`config.mk`:
```
export PLATFORM = sky130hd
export DESIGN_NAME = conv_layer_input_fetch
export DESIGN_NICKNAME = d
export VERILOG_FILES = /design/src/rtl/conv_layer_input_fetch.sv
export SDC_FILE = /design/constraint.sdc
export NUM_CORES = 1
export LEC_CHECK = 0
export ABC_AREA = 1
export CORE_MARGIN = 2
export CORE_UTILIZATION = 51
export DETAILED_ROUTE_END_ITERATION = 12
export PLACE_DENSITY = 0.95
export SYNTH_ARGS = -nofsm -noshare
export SYNTH_HDL_FRONTEND = slang
export SYNTH_SLANG_ARGS = --single-unit
```
`constraint.sdc`:
```
create_clock -name clk -period 3.16 [get_ports clk]
set_clock_uncertainty 0.2 [all_clocks]
set_input_delay 0.474 -clock clk [delete_from_list [all_inputs] [get_ports clk]]
set_output_delay 0.474 -clock clk [all_outputs]
set_load 0.1 [all_outputs]
```
`src/rtl/conv_layer_input_fetch.sv`:
```
// conv_layer_input_fetch: streams image rows from a synchronous pixel ROM into
// the convolution row cache as pixel/read_index beats.
//   Issue stage : one ROM address per cycle (rom_addr/rom_en registered).
//   Beat stage  : ROM data registered into pixel_out two cycles after issue.
// Optional build macro CONV_FETCH_ZERO_PAD_EN: a load after the last image row
// emits a zero row (read_index 0..7, pixel_out 0, no ROM access) before ack.
module conv_layer_input_fetch #(
  parameter int WIDTH        = 32,
  parameter int IMAGE_SIZE   = 8,
  parameter int ADDR_WIDTH   = 6,
  parameter int ROM_DEPTH    = 64,
  parameter int PRELOAD_ROWS = 3
) (
  input  logic                  clk,
  input  logic                  rst_n,
  input  logic [1:0]            cmd,
  input  logic [WIDTH-1:0]      rom_data,
  output logic [ADDR_WIDTH-1:0] rom_addr,
  output logic                  rom_en,
  output logic [WIDTH-1:0]      pixel_out,
  output logic [4:0]            read_index,
  output logic [1:0]            preload_cycle,
  output logic [1:0]            ack,
  output logic                  busy,
  output logic                  image_done
);

  localparam int CW = (IMAGE_SIZE > 1) ? $clog2(IMAGE_SIZE) : 1;
  localparam int RW = $clog2(IMAGE_SIZE + 1);

  localparam logic [1:0] CMD_PRELOAD_START = 2'd1;
  localparam logic [1:0] CMD_LOAD_START    = 2'd3;
  localparam logic [1:0] ACK_IDLE          = 2'd0;
  localparam logic [1:0] ACK_PRELOAD_FIN   = 2'd1;
  localparam logic [1:0] ACK_LOAD_FIN      = 2'd3;
  localparam logic [4:0] IDX_SHIFT         = 5'd8;
  localparam logic [4:0] IDX_IDLE          = 5'd31;

  typedef enum logic [2:0] {S_IDLE, S_PRELOAD, S_LOAD, S_DRAIN, S_ACK} state_t;

  state_t                  state_q;
  logic [RW-1:0]           next_row_q;
  logic [CW-1:0]           col_q;
  logic                    shift_q;      // shift beat owed before next row
  logic                    pad_q;        // current load is a zero-pad row
  logic                    mode_load_q;  // 1: load, 0: preload
  logic [ADDR_WIDTH-1:0]   rom_addr_q;
  logic                    rom_en_q;
  logic                    busy_q;
  logic [1:0]              ack_q;
  logic [1:0]              pc_q;
  logic                    image_done_q;

  // beat pipeline: issue stage -> ROM stage -> output stage
  logic                    iss_vld_q, iss_last_q, iss_pad_q;
  logic [4:0]              iss_idx_q;
  logic                    s1_vld_q, s1_last_q, s1_pad_q;
  logic [4:0]              s1_idx_q;
  logic                    out_last_q;
  logic [4:0]              read_index_q;
  logic [WIDTH-1:0]        pixel_out_q;

  logic [ADDR_WIDTH-1:0]   issue_addr;
  int                      addr_full;

  // Row-major address of the current pixel, clamped to the ROM range
  always_comb begin
    addr_full = int'(next_row_q) * IMAGE_SIZE + int'(col_q);
    if (addr_full > ROM_DEPTH - 1) addr_full = ROM_DEPTH - 1;
    issue_addr = ADDR_WIDTH'(addr_full);
  end

  // Control FSM plus address issue stage
  always_ff @(posedge clk) begin
    if (!rst_n) begin
      state_q      <= S_IDLE;
      next_row_q   <= '0;
      col_q        <= '0;
      shift_q      <= 1'b0;
      pad_q        <= 1'b0;
      mode_load_q  <= 1'b0;
      rom_addr_q   <= '0;
      rom_en_q     <= 1'b0;
      busy_q       <= 1'b0;
      ack_q        <= ACK_IDLE;
      pc_q         <= 2'd0;
      image_done_q <= 1'b0;
      iss_vld_q    <= 1'b0;
      iss_last_q   <= 1'b0;
      iss_pad_q    <= 1'b0;
      iss_idx_q    <= IDX_IDLE;
    end else begin
      rom_en_q   <= 1'b0;
      iss_vld_q  <= 1'b0;
      iss_last_q <= 1'b0;
      iss_pad_q  <= 1'b0;
      // preload_cycle steps once each shift beat has been presented
      if (read_index_q == IDX_SHIFT) pc_q <= pc_q + 2'd1;
      case (state_q)
        S_IDLE: begin
          if (cmd == CMD_PRELOAD_START) begin
            next_row_q   <= '0;
            pc_q         <= 2'd0;
            image_done_q <= 1'b0;
            col_q        <= '0;
            shift_q      <= 1'b0;
            pad_q        <= 1'b0;
            mode_load_q  <= 1'b0;
            busy_q       <= 1'b1;
            state_q      <= S_PRELOAD;
          end else if (cmd == CMD_LOAD_START) begin
            col_q       <= '0;
            shift_q     <= 1'b0;
            mode_load_q <= 1'b1;
            busy_q      <= 1'b1;
            if (next_row_q == RW'(IMAGE_SIZE)) begin
              image_done_q <= 1'b1;
`ifdef CONV_FETCH_ZERO_PAD_EN
              pad_q   <= 1'b1;
              state_q <= S_LOAD;
`else
              ack_q   <= ACK_LOAD_FIN;
              state_q <= S_ACK;
`endif
            end else begin
              pad_q   <= 1'b0;
              state_q <= S_LOAD;
            end
          end
        end
        S_PRELOAD, S_LOAD: begin
          iss_vld_q <= 1'b1;
          if (shift_q) begin
            iss_idx_q <= IDX_SHIFT;
            shift_q   <= 1'b0;
          end else begin
            iss_idx_q <= 5'(col_q);
            iss_pad_q <= pad_q;
            rom_en_q  <= !pad_q;
            if (!pad_q) rom_addr_q <= issue_addr;
            col_q <= col_q + CW'(1);
            if (col_q == CW'(IMAGE_SIZE - 1)) begin
              col_q <= '0;
              if (!pad_q) next_row_q <= next_row_q + RW'(1);
              if (state_q == S_PRELOAD && next_row_q != RW'(PRELOAD_ROWS - 1)) begin
                shift_q <= 1'b1;
              end else begin
                iss_last_q <= 1'b1;
                state_q    <= S_DRAIN;
              end
            end
          end
        end
        S_DRAIN: begin
          if (out_last_q) begin
            ack_q   <= mode_load_q ? ACK_LOAD_FIN : ACK_PRELOAD_FIN;
            if (!mode_load_q) pc_q <= 2'd3;
            state_q <= S_ACK;
          end
        end
        S_ACK: begin
          ack_q   <= ACK_IDLE;
          busy_q  <= 1'b0;
          pad_q   <= 1'b0;
          state_q <= S_IDLE;
        end
        default: state_q <= S_IDLE;
      endcase
    end
  end

  // Beat stage: align index with ROM data and register the pixel
  always_ff @(posedge clk) begin
    if (!rst_n) begin
      s1_vld_q     <= 1'b0;
      s1_last_q    <= 1'b0;
      s1_pad_q     <= 1'b0;
      s1_idx_q     <= IDX_IDLE;
      out_last_q   <= 1'b0;
      read_index_q <= IDX_IDLE;
      pixel_out_q  <= '0;
    end else begin
      s1_vld_q   <= iss_vld_q;
      s1_last_q  <= iss_last_q;
      s1_pad_q   <= iss_pad_q;
      s1_idx_q   <= iss_idx_q;
      out_last_q <= s1_vld_q & s1_last_q;
      if (s1_vld_q) begin
        read_index_q <= s1_idx_q;
        if (s1_idx_q != IDX_SHIFT) pixel_out_q <= s1_pad_q ? '0 : rom_data;
      end else begin
        read_index_q <= IDX_IDLE;
      end
    end
  end

  assign rom_addr      = rom_addr_q;
  assign rom_en        = rom_en_q;
  assign pixel_out     = pixel_out_q;
  assign read_index    = read_index_q;
  assign preload_cycle = pc_q;
  assign ack           = ack_q;
  assign busy          = busy_q;
  assign image_done    = image_done_q;

endmodule
```
# Yosys cells after proc, flatten, opt, wreduce, memory -nomap -nowiden

Cells that the tools add are included.
W data, S select, Z words.

Bits in registers: 80
Word-level logic and storage cells: 130

Add/subtract/negate cells: 4
Magnitude comparators: 1
Equal/unequal tests: 22
Muxes and demuxes: 51
Bitwise logic cells: 6
Reductions and logical operators: 23

Operators with widths:

| cell                 | number |
|---|---|
| $mux W3              | 11 |
| $mux W32             | 1 |
| $mux W4              | 5 |
| $mux W2              | 9 |
| $ne A2 B2 Y1 const B | 9 |
| $mux W1              | 16 |
| $reduce_and A5 Y1    | 3 |
| $reduce_and A3 Y1    | 4 |
| $reduce_and A2 Y1    | 5 |
| $pmux W3 S3          | 1 |
| $add A7 B3 Y8        | 1 |
| $gt A8 B6 Y1 const B | 1 |
| $pmux W4 S2          | 1 |
| $reduce_bool A2 Y1   | 4 |
| $eq A3 B2 Y1 const B | 2 |
| $eq A3 B3 Y1 const B | 2 |
| $mux W6              | 1 |
| $ne A3 B3 Y1 const B | 2 |
| $pmux W1 S2          | 3 |
| $pmux W2 S3          | 1 |
| $pmux W3 S2          | 1 |
| $eq A5 B4 Y1 const B | 1 |
| $ne A5 B4 Y1 const B | 1 |
| $not A1 Y1           | 5 |
| other kinds (17)     | 17 |

# Longest topological paths before layout

Gate-level depths: netlist of run 1.

Depth after elaboration: 6
Mapped depth: 10
Depth with buffers taken out: 10

# Least setup slack after synthesis of run 1

Ideal clock, no wire load.

Path kind: reg2reg
From: register read_index_q[3], in the netlist read_index[3]
To: register pc_q[0], in the netlist preload_cycle[0]
Setup time: 0.115 ns
Data arrival time: 1.565 ns
Required time: 2.845 ns
Setup slack: 1.279 ns
Stages on the path, launching flop included: 5
Clock period less this slack: 1.881 ns
Cells stage by stage: dfxtp_1 > nand4_1 > xor2_1 > o21ai_0 > inv_1

Word-level cells in the longest chain between the ends: 5
Elaborated cells on any way between the ends: 6
Those cells by class: 1 x eq/ne; 5 x mux

RTL lines:

| element                | RTL line | text |
|---|---|---|
| from (decl)            | 60       | `logic [4:0] read_index_q;` |
| from (signal assigned) | 189      | `read_index_q <= s1_idx_q;` |
| $eq A5 B4 Y1 (*)       | 98       | `if (read_index_q == IDX_SHIFT) pc_q <= pc_q + 2'd1;` |
| $mux W2 (*)            | 98       |  |
| $mux W2                | 157      | `if (!mode_load_q) pc_q <= 2'd3;` |
| $mux W2                | 155      | `if (out_last_q) begin` |
| $pmux W2 S2 (*)        | 99       | `case (state_q)` |
| to (signal assigned)   | 98       |  |
| to (decl)              | 51       | `logic [1:0] pc_q;` |

Every way passes the cells marked *; elsewhere a longest branch is shown, timed or not.
A chain may end at the register's enable or synchronous reset.

# Worst setup path after layout of run 1

From: register s1_idx_q[1]
To: register pixel_out_q[7], in the netlist pixel_out[7]

Word-level cells in the longest chain between the ends: 2

RTL lines:

| element                            | RTL line | text |
|---|---|---|
| from (decl)                        | 58       | `logic [4:0] s1_idx_q;` |
| from (signal assigned)             | 186      | `s1_idx_q <= iss_idx_q;` |
| $ne A5 B4 Y1                       | 190      | `if (s1_idx_q != IDX_SHIFT) pixel_out_q <= s1_pad_q ? '0 : rom_data;` |
| $reduce_and A2 Y1 (no source line) | n/a      |  |
| to (signal assigned)               | 190      |  |
| to (decl)                          | 61       | `logic [WIDTH-1:0] pixel_out_q;` |

Every way passes these cells.

==> results of run 1 <==
-- per-stage QoR --
stage               hold WS [ns]  utilization  cell area (sq um)
finish                     0.215        0.708               3940
global route               0.248        0.708               3940
CTS                        0.223        0.708               3940
detailed placement         0.203        0.673               3750
global placement           0.200        0.673               3750
floorplan                  0.189            -               2990
-- kinds of logic (layout without fill, tap and decap cells) --
group / count (synthesis) / in the layout / share of synthesized area
AO/OA/AOI/OAI: 62 / 62 / 0.114
XOR/XNOR: 2 / 2 / 0.00586
adder cells (fa/ha/maj): 5 / 5 / 0.0209
buffers and inverters: 56 / 145 / 0.0775
flip-flops: 77 / 77 / 0.516
AND/OR/NAND/NOR: 185 / 185 / 0.265
-- sequential cells by signal, indices dropped and copies added (netlist names), 2 cells and up --
signal	flops
pixel_out	32
rom_addr	6
iss_idx_q	5
read_index	5
s1_idx_q	5
next_row_q	4
col_q	3
state_q	3
ack	2
preload_cycle	2
-- tightest hold or removal path, stage by stage (launching register included) --
cell and delay [ns]:
sky130_fd_sc_hd__dfxtp_1 0.31, sky130_fd_sc_hd__inv_1 0.04, sky130_fd_sc_hd__nand2_1 0.04
-- power by group through the flow --
stage | logic, uW | clock network (uW) | registers, uW
floorplan | 517 | 0 | 2060
global placement | 1600 | 0 | 1280
detailed placement | 1630 | 0 | 1290
CTS | 1640 | 724 | 1270
global route | 1740 | 764 | 1290
finish | 1640 | 714 | 1270
-- area by class of cell --
| type | instances | area, sq um |
|---|---|---|
| clock inverter | 6 | 63.8 |
| inverter | 40 | 150 |
| timing repair buffer | 89 | 756 |
| clock buffer | 10 | 128 |
| tap | 72 | 90.1 |
| multi-input combinational | 254 | 1210 |
| fill | 424 | 1630 |
| sequential | 77 | 1540 |
-- worst paths after layout --
| check | start | endpoint | slack, ns | depth (start not counted) |
|---|---|---|---|---|
| worst max-delay path | s1_idx_q[1] | pixel_out[7] | 1.19 | 7 |
| worst min-delay path | iss_idx_q[1] | s1_idx_q[1] | 0.21 | 2 |
| worst max register to register | s1_idx_q[1] | pixel_out[7] | 1.19 | 7 |
| worst min register to register | iss_idx_q[1] | s1_idx_q[1] | 0.21 | 2 |
-- synth_stat cells (2+ instances only) --
master,n
sky130_fd_sc_hd__a21oi_1,12
sky130_fd_sc_hd__buf_6,2
sky130_fd_sc_hd__or2_2,3
sky130_fd_sc_hd__nor2_2,3
sky130_fd_sc_hd__inv_2,3
sky130_fd_sc_hd__nor2_1,93
sky130_fd_sc_hd__nor3_1,2
sky130_fd_sc_hd__inv_1,37
sky130_fd_sc_hd__nand2_1,48
sky130_fd_sc_hd__nand4_1,3
sky130_fd_sc_hd__clkbuf_1,8
sky130_fd_sc_hd__o21ai_0,41
sky130_fd_sc_hd__nand3_1,25
sky130_fd_sc_hd__nand2_2,5
sky130_fd_sc_hd__buf_2,5
sky130_fd_sc_hd__o211ai_1,6
sky130_fd_sc_hd__ha_1,5
sky130_fd_sc_hd__dfxtp_1,77
-- layer usage --
metal	vias to the layer above	track usage
li1	1395	-
met1	1304	0.243
met2	115	0.413
met3	14	0.0764
met4	0	0.0780
met5	-	0
==> flow_summary.ini, run 1 <==
[synthesis]
ys_seq_elements = 77
number_of_distinct_library_cell_variants_in_the_gate_level_netlist_after_synthesis = 27
synthDominantCellAreaShare = 0.516
synth_enable_flop_cells = 0
synth.area.top_cells = sky130_fd_sc_hd__dfxtp_1 52%, sky130_fd_sc_hd__nor2_1 12%, sky130_fd_sc_hd__o21ai_0 6.9%, sky130_fd_sc_hd__nand2_1 6.0%, sky130_fd_sc_hd__inv_1 4.6%
synthArstFlopShare = 0
synth-seq-area-share = 0.516
synth_top_flop_cell = sky130_fd_sc_hd__dfxtp_1
post_synth_inst_count = 387
synth.net_count = 428
cell_area_after_synthesis_sq_um = 2990
synth_top_area_cell = sky130_fd_sc_hd__dfxtp_1
yosys_warnings = 0
synth.avg_cell_area_sq_um = 7.72

[global_routing]
largest_net_degree_at_the_start_of_global_routing = 34
grt_pass1_vias = 2652
grt_use_total = 0.227
gr-total-overflow = 0
wire_length_of_the_first_global_routing_pass_um = 11400
antenna_found_initial = 0

[cts]
clock_path_buffers = 2
clk_root_buffer_cell = sky130_fd_sc_hd__clkbuf_8
tritoncts_clock_tree = done
total_cts_buffers = 9
postCtsSetupRepairBufs = 0
cts.reportedPaths.clkPinSlew_ns = 0.08
cts_sinks = 77
clkLatencyLatePin_ns = 0.34
h-tree-depth = 3
hold_buffers = 0
postCtsResizedCells = 0

[sta]
finalSetupViolCount = 0
max-slew-margin-rel = 0.373
final.min_clock_period_ns = 1.97
timing.final.hold_violations = 0
max_freq_ghz = 0.508
finalSetupTns_ns = 0
postLayoutSetupSlackWorst_ns = 1.19
final_worst_path_period_share = 0.623
grt_setup_unrepaired = false
tightestPinTransition_ns = 0.939
finalMaxSlewViolations = 0

[setup_path]
crit_buf_inv = 2
critical-path-top-delay-family = buffers and inverters
worst-path-max-fanout = 33
critical_path_arrival_ns = 2.05
startpoint_type = flip-flop
cp.required_ns = 3.24
slowest_delay_ns = 0.71
worst-setup-path-type = flip-flop to flip-flop
slowest_cell_on_crit_path = sky130_fd_sc_hd__inv_1
crit_top_cell = sky130_fd_sc_hd__nor2_1
critPathCaptureType = flip-flop
chain_of_cells_forming_the_critical_path = nor2_1, nand4_1, nand2_1, buf_4, inv_1, nor2_1, nor2_1

[die]
dieArea_sq_um = 6490
io-pin-count = 86
die_y_um = 80.5
rows = 27
initial_utilization = 0.536
die_w_um = 80.5
core_area_sq_um = 5570

[detailed_routing]
drtPass1Iterations = 4
finalWirelength_um = 7470
top_signal_layer_used = met4
routedLengthMet1_um = 3040
wl_per_cell_um = 13.6
dr_total_vias = 2828
dr_wl_met2_um = 3650
detail_route.drc_violations = 0
route.detailed.vias_per_inst = 5.16
drt_first_iter_violations = 104
metal3_wl_um = 643
ant_nets = 0

[outcome]
run_status = completed

[job]
count_of_max_cap_constraint_violations = 0

[power]
power.ir.vdd_worst_mv = 0.639
power.combinational.fraction = 0.453
internal-power_uw = 1900
switching_share = 0.476
power.clock.fraction = 0.197
sequential_share_of_power = 0.350
power_switching_uw = 1730
powerDensity_nw_per_um2 = 919
static-leakage-power_uw = 0.00176
power.total_uw = 3620

[placed_design]
place.port_buffers = 85
detailedPlacementHpwl_um = 5350
gp_congestion = 0.885
dpl_worst_slack_ns = 0.907
dpl.cell_count = 532

[layout]
final-instance-count-excl-fill = 548
nNetsFinal = 512
area.growth.synth_to_final_pct = 32.0
layout_commonest_cell = sky130_fd_sc_hd__nor2_1
drive_gt1_frac = 0.183
antenna_diode_count = 0
most-common-layout-cells = 93 x sky130_fd_sc_hd__nor2_1, 77 x sky130_fd_sc_hd__dfxtp_1, 54 x sky130_fd_sc_hd__buf_4, 48 x sky130_fd_sc_hd__nand2_1, 41 x sky130_fd_sc_hd__o21ai_0

[worst_hold_path]
worst_hold_path_type = flip-flop to flip-flop
No activity file was read; power rests on OpenSTA's default activity.
==> run 2, diff against run 1 <==
- CORE_UTILIZATION: 51 -> 47
- PLACE_DENSITY: 0.95 -> 0.91
- clock period: 3.16 -> 1.85 ns (I/O delays scaled with it)
==> run 2 against run 1 <==
Effect of this change: critical path depth fell by 1; maximum frequency increased by 15%; cell count increased by 1.1%; worst setup slack got worse by 1.1 ns; clock power grew 76%; core utilization increased by 3.2 points; combinational power grew 100%; clock-buffer cell count up 1; flip-flop and latch count is the same; critical endpoint is now pixel_out[11]; largest power group unchanged.
==> flow_summary.ini, run 2 (synthesis gave the netlist of run 1 again) <==
[outcome]
run_status = completed

[placed_design]
gp_congestion = 0.885
detailedPlacementHpwl_um = 5620
place_area_sq_um = 4410
place.port_buffers = 85

[layout]
layout.core_utilization = 0.740
filler_cell_count = 411
final_cell_area_sq_um = 4620
nNetsFinal = 513
number_of_flip_flops_in_the_largest_register = 32
drive_gt1_frac = 0.195
antenna_diode_count = 0
layout_commonest_cell = sky130_fd_sc_hd__nor2_1
most-common-layout-cells = 92 x sky130_fd_sc_hd__nor2_1, 75 x sky130_fd_sc_hd__dfxtp_1, 51 x sky130_fd_sc_hd__buf_12, 48 x sky130_fd_sc_hd__nand2_1, 41 x sky130_fd_sc_hd__o21ai_0
area.growth.synth_to_final_pct = 54.5

[global_routing]
grt_use_total = 0.229
grt_pass1_vias = 2801
antenna_found_initial = 0
largest_net_degree_at_the_start_of_global_routing = 33
wire_length_of_the_first_global_routing_pass_um = 13000
gr-total-overflow = 0

[job]
count_of_max_cap_constraint_violations = 0

[power]
power.total_uw = 6860
internal-power_uw = 3790
power.clock.fraction = 0.184
power.ir.vdd_worst_mv = 0.954
static-leakage-power_uw = 0.00193
powerDensity_nw_per_um2 = 1490
power.combinational.fraction = 0.485
sequential_share_of_power = 0.331
power_switching_uw = 3070
switching_share = 0.448

[sta]
timing.final.hold_violations = 0
final.min_clock_period_ns = 1.71
final_worst_path_period_share = 0.927
finalSetupViolCount = 0
max_freq_ghz = 0.583
max-slew-margin-rel = 0.660
grt_setup_unrepaired = true
finalMaxSlewViolations = 0
tightestPinTransition_ns = 0.509

[detailed_routing]
dr_total_vias = 2843
drtPass1Iterations = 5
drt_first_iter_violations = 124
route.detailed.vias_per_inst = 5.13
ant_nets = 0
detail_route.drc_violations = 0
finalWirelength_um = 7780
wl_per_cell_um = 14.0

[cts]
cts_sinks = 77
clock_path_buffers = 2
cts.reportedPaths.clkPinSlew_ns = 0.08
tritoncts_clock_tree = done
clk_root_buffer_cell = sky130_fd_sc_hd__clkbuf_8
clkLatencyLatePin_ns = 0.35
h-tree-depth = 3
total_cts_buffers = 9

[die]
dieArea_sq_um = 7010
io-pin-count = 86
core_area_sq_um = 6240
die_w_um = 83.7
rows = 29
die_y_um = 83.7
initial_utilization = 0.479

[setup_path]
worst-path-max-fanout = 32
critical_path_arrival_ns = 1.74
critPathCaptureType = flip-flop
cp.required_ns = 1.88
worst-setup-path-type = flip-flop to flip-flop
startpoint_type = flip-flop

[worst_hold_path]
worst_hold_path_type = flip-flop to flip-flop
## run 2: changes by cell type in the layout (fill, tap and decap cells not counted), sizes merged
cell | before | now
clkbuf | 10 | 11
buf | 54 | 55
inv | 40 | 39
## run 2: critical path, cell delays in order, from the launching register on
cell and delay (ns):
sky130_fd_sc_hd__dfxtp_1 0.32, sky130_fd_sc_hd__nor2_1 0.08, sky130_fd_sc_hd__nand4_1 0.09, sky130_fd_sc_hd__nand2_1 0.13, sky130_fd_sc_hd__clkinvlp_4 0.44, sky130_fd_sc_hd__nor2_1 0.25, sky130_fd_sc_hd__nor2_1 0.08
## run 2: repair_timing
action / CTS / global route
setup endpoints to repair: 0 / 12
buffers inserted: 0 / 0
hold buffers: 0 / 0
resized for setup: 0 / 4
## run 2: final timing paths
kind                                       to  cells past startpoint         from  slack (ns)
worst min-delay path                s1_last_q                      2   iss_last_q        0.22
worst max-delay path            pixel_out[11]                      6  s1_idx_q[0]        0.14
worst max register to register  pixel_out[11]                      6  s1_idx_q[0]        0.14
worst min register to register      s1_last_q                      2   iss_last_q        0.22
## run 2: per-layer routing
layer,global-route usage,part of all wire,vias up,routed length (um)
met2,0.406,0.50,129,3920
li1,-,-,1393,-
met1,0.270,0.41,1306,3160
met4,0.0806,0.020,0,158
met5,0,0,-,0
met3,0.0554,0.068,15,532
## run 2: power by group through the flow
stage                     registers [uW]  logic [uW]  clock network (uW)
after detailed placement            2300        3290                   0
final                               2270        3330                1260
after global routing                2300        3490                1350
after CTS                           2260        3320                1280
after floorplan                     3520         884                   0
after global placement              2280        3220                   0
## run 2: metrics by stage
stage | std cells | hold slack [ns] | TNS, ns | worst slack (ns)
6_report | 554 | 0.215 | 0 | 0.135
5_1_grt | 554 | 0.225 | -0.0441 | -0.0214
4_1_cts | 554 | 0.215 | 0 | 0.0906
3_5_place_dp | 538 | 0.202 | 0 | 0.0424
3_3_place_gp | 538 | 0.195 | 0 | 0.145
2_1_floorplan | 387 | 0.189 | 0 | 0.0501
## run 2: final cells by class
| type | instances | area (sq um) | share of cell area |
|---|---|---|---|
| clock buffers | 11 | 141 | 0.0306 |
| flip-flops and latches | 77 | 1540 | 0.334 |
| well taps | 77 | 96.3 | 0.0209 |
| inverters | 40 | 154 | 0.0333 |
| clock inverters | 5 | 60.1 | 0.0130 |
| repair buffers | 90 | 1400 | 0.304 |
| multi-input cells | 254 | 1220 | 0.264 |
